**config.mk**
```make
export PLATFORM = sky130hd
export DESIGN_NAME = adc_serial_responder
export DESIGN_NICKNAME = d
export VERILOG_FILES = /design/src/rtl/adc_serial_responder.sv
export SDC_FILE = /design/constraint.sdc
export NUM_CORES = 1
export LEC_CHECK = 0
export CAP_MARGIN = 25
export CELL_PAD_IN_SITES_DETAIL_PLACEMENT = 0
export CELL_PAD_IN_SITES_GLOBAL_PLACEMENT = 1
export CORE_UTILIZATION = 49
export DETAILED_ROUTE_END_ITERATION = 6
export PLACE_DENSITY = 0.92
export SYNTH_ARGS = -nofsm -noshare
export SYNTH_HDL_FRONTEND = slang
export SYNTH_SLANG_ARGS = --single-unit
```
**constraint.sdc**
```tcl
create_clock -name clk -period 2.95 [get_ports clk]
set_input_delay 0.7375 -clock clk [delete_from_list [all_inputs] [get_ports clk]]
set_output_delay 0.7375 -clock clk [all_outputs]
set_load 0.02 [all_outputs]
```
**src/rtl/adc_serial_responder.sv**
```systemverilog
// Transmitter side of the 3-wire serial ADC link: emulates a 12-bit ADCS7476-style
// converter (leading zeros, sample MSB first, then line release) for FPGA loopback.
module adc_serial_responder #(
  parameter int DATA_BITS   = 12,
  parameter int LEAD_ZEROS  = 4,
  parameter int SYNC_STAGES = 2
) (
  input  logic                 clk,
  input  logic                 reset,
  input  logic                 adc_clk,
  input  logic                 adc_cs,
  output logic                 adc_sd,
  output logic                 adc_sd_oe,
  input  logic [DATA_BITS-1:0] sample_in,
  input  logic                 sample_valid,
  input  logic                 pattern_sel,
  output logic                 busy,
  output logic                 frame_done,
  output logic                 aborted
);

  localparam int FRAME_BITS = LEAD_ZEROS + DATA_BITS;
  localparam int CNT_W      = $clog2(FRAME_BITS + 1);

  typedef enum logic [1:0] {
    IDLE,
    SHIFT,
    DONE
  } state_t;

  function automatic logic [FRAME_BITS-1:0] build_frame(input logic [DATA_BITS-1:0] s);
    return {{LEAD_ZEROS{1'b0}}, s};
  endfunction

  state_t                 state;
  logic [CNT_W-1:0]       bit_cnt;
  logic [DATA_BITS-1:0]   hold_reg;
  logic [DATA_BITS-1:0]   ramp;
  logic [FRAME_BITS-1:0]  shreg;
  logic [SYNC_STAGES-1:0] clk_sync;
  logic [SYNC_STAGES-1:0] cs_sync;
  logic                   clk_prev;
  logic                   cs_prev;

  // Synchronizers idle high so that a chip select held low through reset
  // release is seen as a falling edge and starts a frame.
  always_ff @(posedge clk or posedge reset) begin
    if (reset) begin
      clk_sync <= '1;
      cs_sync  <= '1;
      clk_prev <= 1'b1;
      cs_prev  <= 1'b1;
    end else begin
      clk_sync <= {clk_sync[SYNC_STAGES-2:0], adc_clk};
      cs_sync  <= {cs_sync[SYNC_STAGES-2:0], adc_cs};
      clk_prev <= clk_sync[SYNC_STAGES-1];
      cs_prev  <= cs_sync[SYNC_STAGES-1];
    end
  end

  logic                  clk_fall;
  logic                  cs_fall;
  logic                  cs_rise;
  logic                  load_en;
  logic                  shift_en;
  logic [FRAME_BITS-1:0] frame_src;

  assign clk_fall  = clk_prev & ~clk_sync[SYNC_STAGES-1];
  assign cs_fall   = cs_prev & ~cs_sync[SYNC_STAGES-1];
  assign cs_rise   = ~cs_prev & cs_sync[SYNC_STAGES-1];
  assign frame_src = build_frame(pattern_sel ? ramp : hold_reg);
  assign load_en   = (state == IDLE) && cs_fall;
  assign shift_en  = (state == SHIFT) && !cs_rise && clk_fall &&
                     (bit_cnt < CNT_W'(FRAME_BITS));

  // Shift register carries data only; its contents are don't-care outside SHIFT.
  always_ff @(posedge clk) begin
    if (load_en) begin
      shreg <= frame_src;
    end else if (shift_en) begin
      shreg <= shreg << 1;
    end
  end

  always_ff @(posedge clk or posedge reset) begin
    if (reset) begin
      state      <= IDLE;
      bit_cnt    <= '0;
      hold_reg   <= '0;
      ramp       <= '0;
      adc_sd     <= 1'b0;
      adc_sd_oe  <= 1'b0;
      busy       <= 1'b0;
      frame_done <= 1'b0;
      aborted    <= 1'b0;
    end else begin
      frame_done <= 1'b0;
      aborted    <= 1'b0;
      if (sample_valid) begin
        hold_reg <= sample_in;
      end
      case (state)
        IDLE: begin
          if (cs_fall) begin
            adc_sd    <= frame_src[FRAME_BITS-1];
            adc_sd_oe <= 1'b1;
            busy      <= 1'b1;
            bit_cnt   <= CNT_W'(1);
            state     <= SHIFT;
          end
        end
        SHIFT: begin
          // A chip-select rise outranks a clock fall seen in the same cycle.
          if (cs_rise) begin
            adc_sd    <= 1'b0;
            adc_sd_oe <= 1'b0;
            busy      <= 1'b0;
            aborted   <= 1'b1;
            state     <= IDLE;
          end else if (clk_fall) begin
            if (bit_cnt < CNT_W'(FRAME_BITS)) begin
              adc_sd  <= shreg[FRAME_BITS-2];
              bit_cnt <= bit_cnt + 1'b1;
            end else begin
              adc_sd     <= 1'b0;
              adc_sd_oe  <= 1'b0;
              busy       <= 1'b0;
              frame_done <= 1'b1;
              if (pattern_sel) begin
                ramp <= ramp + 1'b1;
              end
              state <= DONE;
            end
          end
        end
        DONE: begin
          if (cs_rise) begin
            state <= IDLE;
          end
        end
        default: state <= IDLE;
      endcase
    end
  end

endmodule

```
==> key figures, run 1 <==
Run status
  • Status: finished clean

Clock tree
  • TritonCTS Buffers: 5
  • CTS max path bufs: 2
  • Hold Buf Count CTS: 0
  • Worst-path clk slew: 0.09 ns
  • CTS tree: done
  • Post-cts sizing count: 0
  • Clock Latency Late Sink: 0.31 ns
  • Post-CTS Setup Bufs: 0
  • CTS H-tree lvls: 2
  • Num Clock Sinks: 56
  • CTS root buf: clkbuf_8

Timing
  • Post-route clock period utilization: 72.93%
  • Total negative setup slack: 0 ns
  • F_max: 464.8 MHz
  • Relative slew slack: 38.95%
  • Final Hold Fails: 0
  • Worst slew pin tran: 0.9128 ns
  • Count of pins over their slew limit: 0
  • Worst Skew: 0.005686 ns
  • Minimum clock period: 2.151 ns
  • Final setup viols: 0
  • Unrepaired setup endpoints after global routing: false

Critical path
  • CP Class: flip-flop to flip-flop
  • Startpoint types: flip-flop
  • Worst path required time: 2.96 ns
  • Crit end category: flip-flop
  • CP max FO: 10
  • Crit path arrival time: 2.17 ns

Logic synthesis
  • Average cell area after synthesis: 12.19 um2
  • Most instantiated cells after synthesis: dfrtp_1, nor2_1, a21oi_1, mux2_2
  • FF+latch count, synth: 56
  • Synth Instances: 203
  • Syn Nets: 223
  • Synth top area share: 35.41%
  • Post-synth ARST share: 73.21%
  • Yosys warns: 0
  • Area leader, netlist: dfrtp_1
  • Most common cell in the synthesized netlist: dfrtp_1
  • Primary FF master, synth: dfrtp_1
  • Sequential fraction of the synthesis area: 58.78%
  • Top cells by area, synth: dfrtp_1, edfxtp_1, dfstp_2, mux2_2, mux2i_1
  • Number of synthesized flops with an enable pin: 12
  • Post-Syn Area: 0.002474 mm2
  • Number of distinct library cells after synthesis: 43

Power and ir drop
  • Logic pwr share: 13.8%
  • Cell Pwr Density: 549.6 mW/mm2
  • Sw power: 388.7 uW
  • Flop pwr share: 58.8%
  • Leakage power: 0.001196 uW
  • Clock power frac: 27.4%
  • Pint: 1165 uW
  • Tot Pwr: 1554 uW
  • Maximum vdd drop: 0.3479 mV
  • Switch share: 25.01%

Global routing
  • Largest net degree at the start of global routing: 42
  • GRT Util Overall: 17.55%
  • Initial antenna violation count: 0
  • Total gr overflow: 0
  • First-pass GRT wire length: 7.010 mm
  • Vias in the first global route: 1,489

Die
  • # IOs: 23
  • Row count: 25
  • Starting Density: 51.69%
  • CORE AREA: 0.004786 mm2
  • Die Y: 73.05 um
  • Die width: 73.05 um
  • Die area: 0.005336 mm2

Placed design
  • Gp weighted congestion: 0.7650
  • Placed cell area: 0.002738 mm2
  • Port bufs: 22
  • Post-DP HPWL: 2.826 mm
  • Placed Cells: 285

Drt
  • Residual DRC count: 0
  • Routed wire per std cell: 14.06 um
  • Number of antenna-violating nets in the routed design: 0
  • Initial DRC count: 71
  • Vias: 1,540
  • Drt total wl: 4.119 mm
  • Via/cell ratio: 5.256
  • Pre-antenna DRT Iters: 4

Finish
  • Final instance area: 0.002828 mm2
  • Diode count: 0
  • Layout area overhead: 14.31%
  • Max reg flops: 15
  • Share of cells above drive strength 1: 15.93%
  • Non-Filler Instances: 293
  • Fill cells: 400
  • NumNets Final: 245

Flow run
  • MaxCap Viol Count: 0

Min path
  • Hold Path Class: flip-flop to flip-flop
area by class of cell:
type | instances | area (um2) | share of cell area (%)
multi-input combinational | 132 | 938.4 | 33.19
timing repair buffer | 25 | 242.7 | 8.584
inverter | 5 | 18.77 | 0.6637
sequential | 56 | 1454 | 51.42
tap | 67 | 83.83 | 2.965
clock buffer | 8 | 90.09 | 3.186
critical path, cell delays in order, from the launching register on:
cell and delay, ns:
dfstp_2 0.55, nor3b_1 0.36, a31oi_1 0.24, nor2_1 0.42, buf_4 0.29
routing by layer:
layer  part of all wire (%)  up-vias  GRT usage, %
li1                       -      754             -
met1                     48      759         23.19
met2                     48       20         28.19
met3                    3.0        7         4.144
met4                    1.5        0         6.536
met5                      0        -             0
worst paths after layout:
kind,startpoint,to,slack [ns],depth (start not counted)
setup / recovery,clk_prev,shreg[9],0.80,4
hold / removal,cs_sync[0],cs_sync[1],0.36,0
setup reg to reg,clk_prev,shreg[9],0.80,4
hold reg to reg,cs_sync[0],cs_sync[1],0.36,0
max in group asynchronous,reset,clk_sync[0],1.72,3
min in group asynchronous,reset,hold_reg[2],0.84,3
layout by cell type, fill, tap and decap left out, drive strengths merged, types with 2 or more instances in the layout:
cell | synthesis | layout
nor3b | 2 | 2
dfxtp | 3 | 3
a31oi | 2 | 2
edfxtp | 12 | 12
nor2 | 21 | 21
inv | 5 | 5
a21oi | 17 | 17
and3 | 4 | 4
nand2b | 4 | 4
o21ai | 4 | 4
nand4 | 4 | 4
nor2b | 3 | 3
xnor2 | 5 | 5
dfrtp | 35 | 35
clkdlybuf4s50 | 0 | 22
mux2 | 14 | 14
buf | 9 | 3
nand2 | 8 | 8
nor3 | 4 | 4
ha | 2 | 2
dfstp | 6 | 6
xor2 | 6 | 6
nor4 | 2 | 2
mux2i | 12 | 12
nand3 | 10 | 10
clkbuf | 1 | 8
per-stage QoR:
stage	setup slack [ns]	hold slack [ns]	util, %
after floorplan	0.9629	0.3452	-
after global placement	0.6601	0.3463	57.20
after detailed placement	0.6270	0.3481	57.20
after CTS	0.7758	0.3612	59.09
after global routing	0.5719	0.3620	59.09
final	0.7985	0.3638	59.09
kinds of logic after synthesis:
logic type                 count (synthesis)  share of synthesized area (%)
buffers and inverters                     15                          3.287
muxes                                     26                          11.23
DFF                                       56                          58.78
AOI/OAI and AO/OA                         28                          6.273
xor gates and xnor gates                  11                          3.895
adders and majority gates                  2                          1.011
and+or+nand+nor                           65                          15.53
power groups by stage:
stage	clock, uW	sequential (uW)	combinational [uW]
floorplan	0	916	165
global placement	0	927	210
detailed placement	0	931	217
CTS	442	915	218
global route	464	923	240
finish	425	914	215
(Power assumes the default switching activity.)
==> run 2: changes to the inputs <==
--- a/config.mk
+++ b/config.mk
@@ -8,9 +8,9 @@
 export CAP_MARGIN = 25
 export CELL_PAD_IN_SITES_DETAIL_PLACEMENT = 0
 export CELL_PAD_IN_SITES_GLOBAL_PLACEMENT = 1
-export CORE_UTILIZATION = 49
+export CORE_UTILIZATION = 41
 export DETAILED_ROUTE_END_ITERATION = 6
-export PLACE_DENSITY = 0.92
+export PLACE_DENSITY = 0.83
 export SYNTH_ARGS = -nofsm -noshare
 export SYNTH_HDL_FRONTEND = slang
 export SYNTH_SLANG_ARGS = --single-unit
==> constraint.sdc (replaced) <==
create_clock -name clk -period 1.75 [get_ports clk]
set_input_delay 0.4375 -clock clk [delete_from_list [all_inputs] [get_ports clk]]
set_output_delay 0.4375 -clock clk [all_outputs]
set_load 0.02 [all_outputs]
==> key figures, run 2 (synthesis results as in run 1) <==
Drt
  • Drt total wl: 4.267 mm
  • Pre-antenna DRT Iters: 4
  • Residual DRC count: 0
  • Via/cell ratio: 5.055
  • Vias: 1,557
  • Number of antenna-violating nets in the routed design: 0
  • Initial DRC count: 71
  • Routed wire per std cell: 13.85 um

Critical path
  • Largest delay share family, worst path: buffers and inverters
  • Reg-to-Reg Start: clk_prev
  • Worst Path Buf+Inv: 1
  • Crit path arrival time: 1.25 ns
  • Worst setup path start: adc_sd
  • Crit end category: primary output
  • CP max stage delay: 0.60 ns
  • Crit-path slowest cell: clkdlybuf4s50_1
  • Startpoint types: flip-flop
  • CP Class: flip-flop to primary output
  • Worst path required time: 1.31 ns
  • Crit-path cells: clkdlybuf4s50_1
  • CP max FO: 2

Global routing
  • Vias in the first global route: 1,562
  • Initial antenna violation count: 0
  • Largest net degree at the start of global routing: 42
  • GRT Util Overall: 16.06%
  • First-pass GRT wire length: 7.645 mm
  • Total gr overflow: 0

Placed design
  • Port bufs: 22
  • Gp weighted congestion: 0.7380
  • Placed cell area: 0.002877 mm2
  • Pre-CTS setup slack: -0.1275 ns
  • Post-DP HPWL: 3.012 mm

Clock tree
  • CTS root buf: clkbuf_8
  • Hold Buf Count CTS: 0
  • Num Clock Sinks: 56
  • Clock Latency Late Sink: 0.31 ns
  • CTS max path bufs: 2
  • TritonCTS Buffers: 5
  • CTS tree: done
  • CTS H-tree lvls: 2
  • Worst-path clk slew: 0.09 ns
  • Post-CTS Setup Bufs: 0

Die
  • Die width: 79.68 um
  • Die area: 0.006348 mm2
  • Starting Density: 43.58%
  • # IOs: 23
  • Die Y: 79.68 um
  • CORE AREA: 0.005675 mm2
  • Row count: 27

Finish
  • Diode count: 0
  • Most frequent cells in the layout: dfrtp_1, nor2_1, clkdlybuf4s50_1
  • Most common cell after layout, fill and taps aside: dfrtp_1
  • NumNets Final: 255
  • Layout area overhead: 19.68%
  • Max reg flops: 15
  • Fill cells: 505
  • Final instance area: 0.002960 mm2
  • Share of cells above drive strength 1: 20.34%

Timing
  • Relative slew slack: 75.93%
  • Final setup viols: 0
  • Unrepaired setup endpoints after global routing: false
  • Setup ws final: 0.05857 ns
  • Final Hold Fails: 0
  • Post-route clock period utilization: 96.65%
  • F_max: 591.2 MHz
  • Minimum clock period: 1.691 ns
  • Worst slew pin tran: 0.3594 ns
  • Count of pins over their slew limit: 0
  • Worst Skew: 0.007393 ns

Power and ir drop
  • Cell Pwr Density: 886.6 mW/mm2
  • Leakage power: 0.001259 uW
  • Maximum vdd drop: 0.3589 mV

Min path
  • Start point of the worst hold path: clk_sync[0]
  • Hold Path Class: flip-flop to flip-flop

Run status
  • Status: finished clean

Flow run
  • MaxCap Viol Count: 0
==> run 2: cell types whose count changed in the layout (fill, tap and decap cells not counted) <==
cell / before / now
buf_4: 3 / 9
buf_12: 0 / 4
clkdlybuf4s50_1: 22 / 20
dlygate4sd2_1: 0 / 2
clkbuf_8: 6 / 5
clkinv_2: 0 / 1
nor2_1: 21 / 20
nor2_4: 0 / 1
nor3b_1: 2 / 1
nor3b_2: 0 / 1
==> run 2: layer usage <==
layer | GRT usage (%) | share of wire, % | vias to the layer above
met4 | 6.545 | 1.7 | 0
met2 | 24.44 | 48 | 15
met5 | 0 | 0 | -
met1 | 21.94 | 49 | 760
li1 | - | - | 777
met3 | 3.771 | 2.0 | 5
==> run 2: cell type report <==
type,instances,area [um2],share of cell area [%]
sequential,56,1454,49.11
multi-input combinational,132,950.9,32.12
timing repair buffer,35,365.4,12.34
tap,72,90.09,3.043
clock buffer,7,76.32,2.578
inverter,5,18.77,0.6340
clock inverter,1,5.005,0.1691
==> run 2: stage by stage <==
step / TNS, ns / util (%) / total power [uW] / hold WS, ns / instances
after floorplan: 0 / - / 1826 / 0.3452 / 203
after global placement: -0.1254 / 50.68 / 1975 / 0.3511 / 300
after detailed placement: -0.5241 / 50.68 / 1984 / 0.3493 / 300
after CTS: 0 / 52.07 / 2657 / 0.3626 / 308
after global routing: 0 / 52.16 / 2775 / 0.3655 / 308
final: 0 / 52.16 / 2625 / 0.3619 / 308
==> run 2: where the power goes <==
part           internal (uW)  switching [uW]
registers               1460            70.4
clock network            282             396
logic                    213             200
==> run 2: timing repair <==
item / in CTS / in global routing
cloned: 0 / 0
setup endpoints to repair: 2 / 1
pin swaps: 0 / 0
resized for setup: 2 / 1
==> run 2: path summary, 6_finish.rpt <==
path / endpoint / slack, ns / cells past startpoint
setup / recovery: adc_sd / 0.06 / 1
hold / removal: clk_sync[1] / 0.36 / 0
setup reg to reg: ramp[1] / 0.16 / 3
hold reg to reg: clk_sync[1] / 0.36 / 0
max in group asynchronous: cs_prev / 1.00 / 3
min in group asynchronous: hold_reg[1] / 0.48 / 3
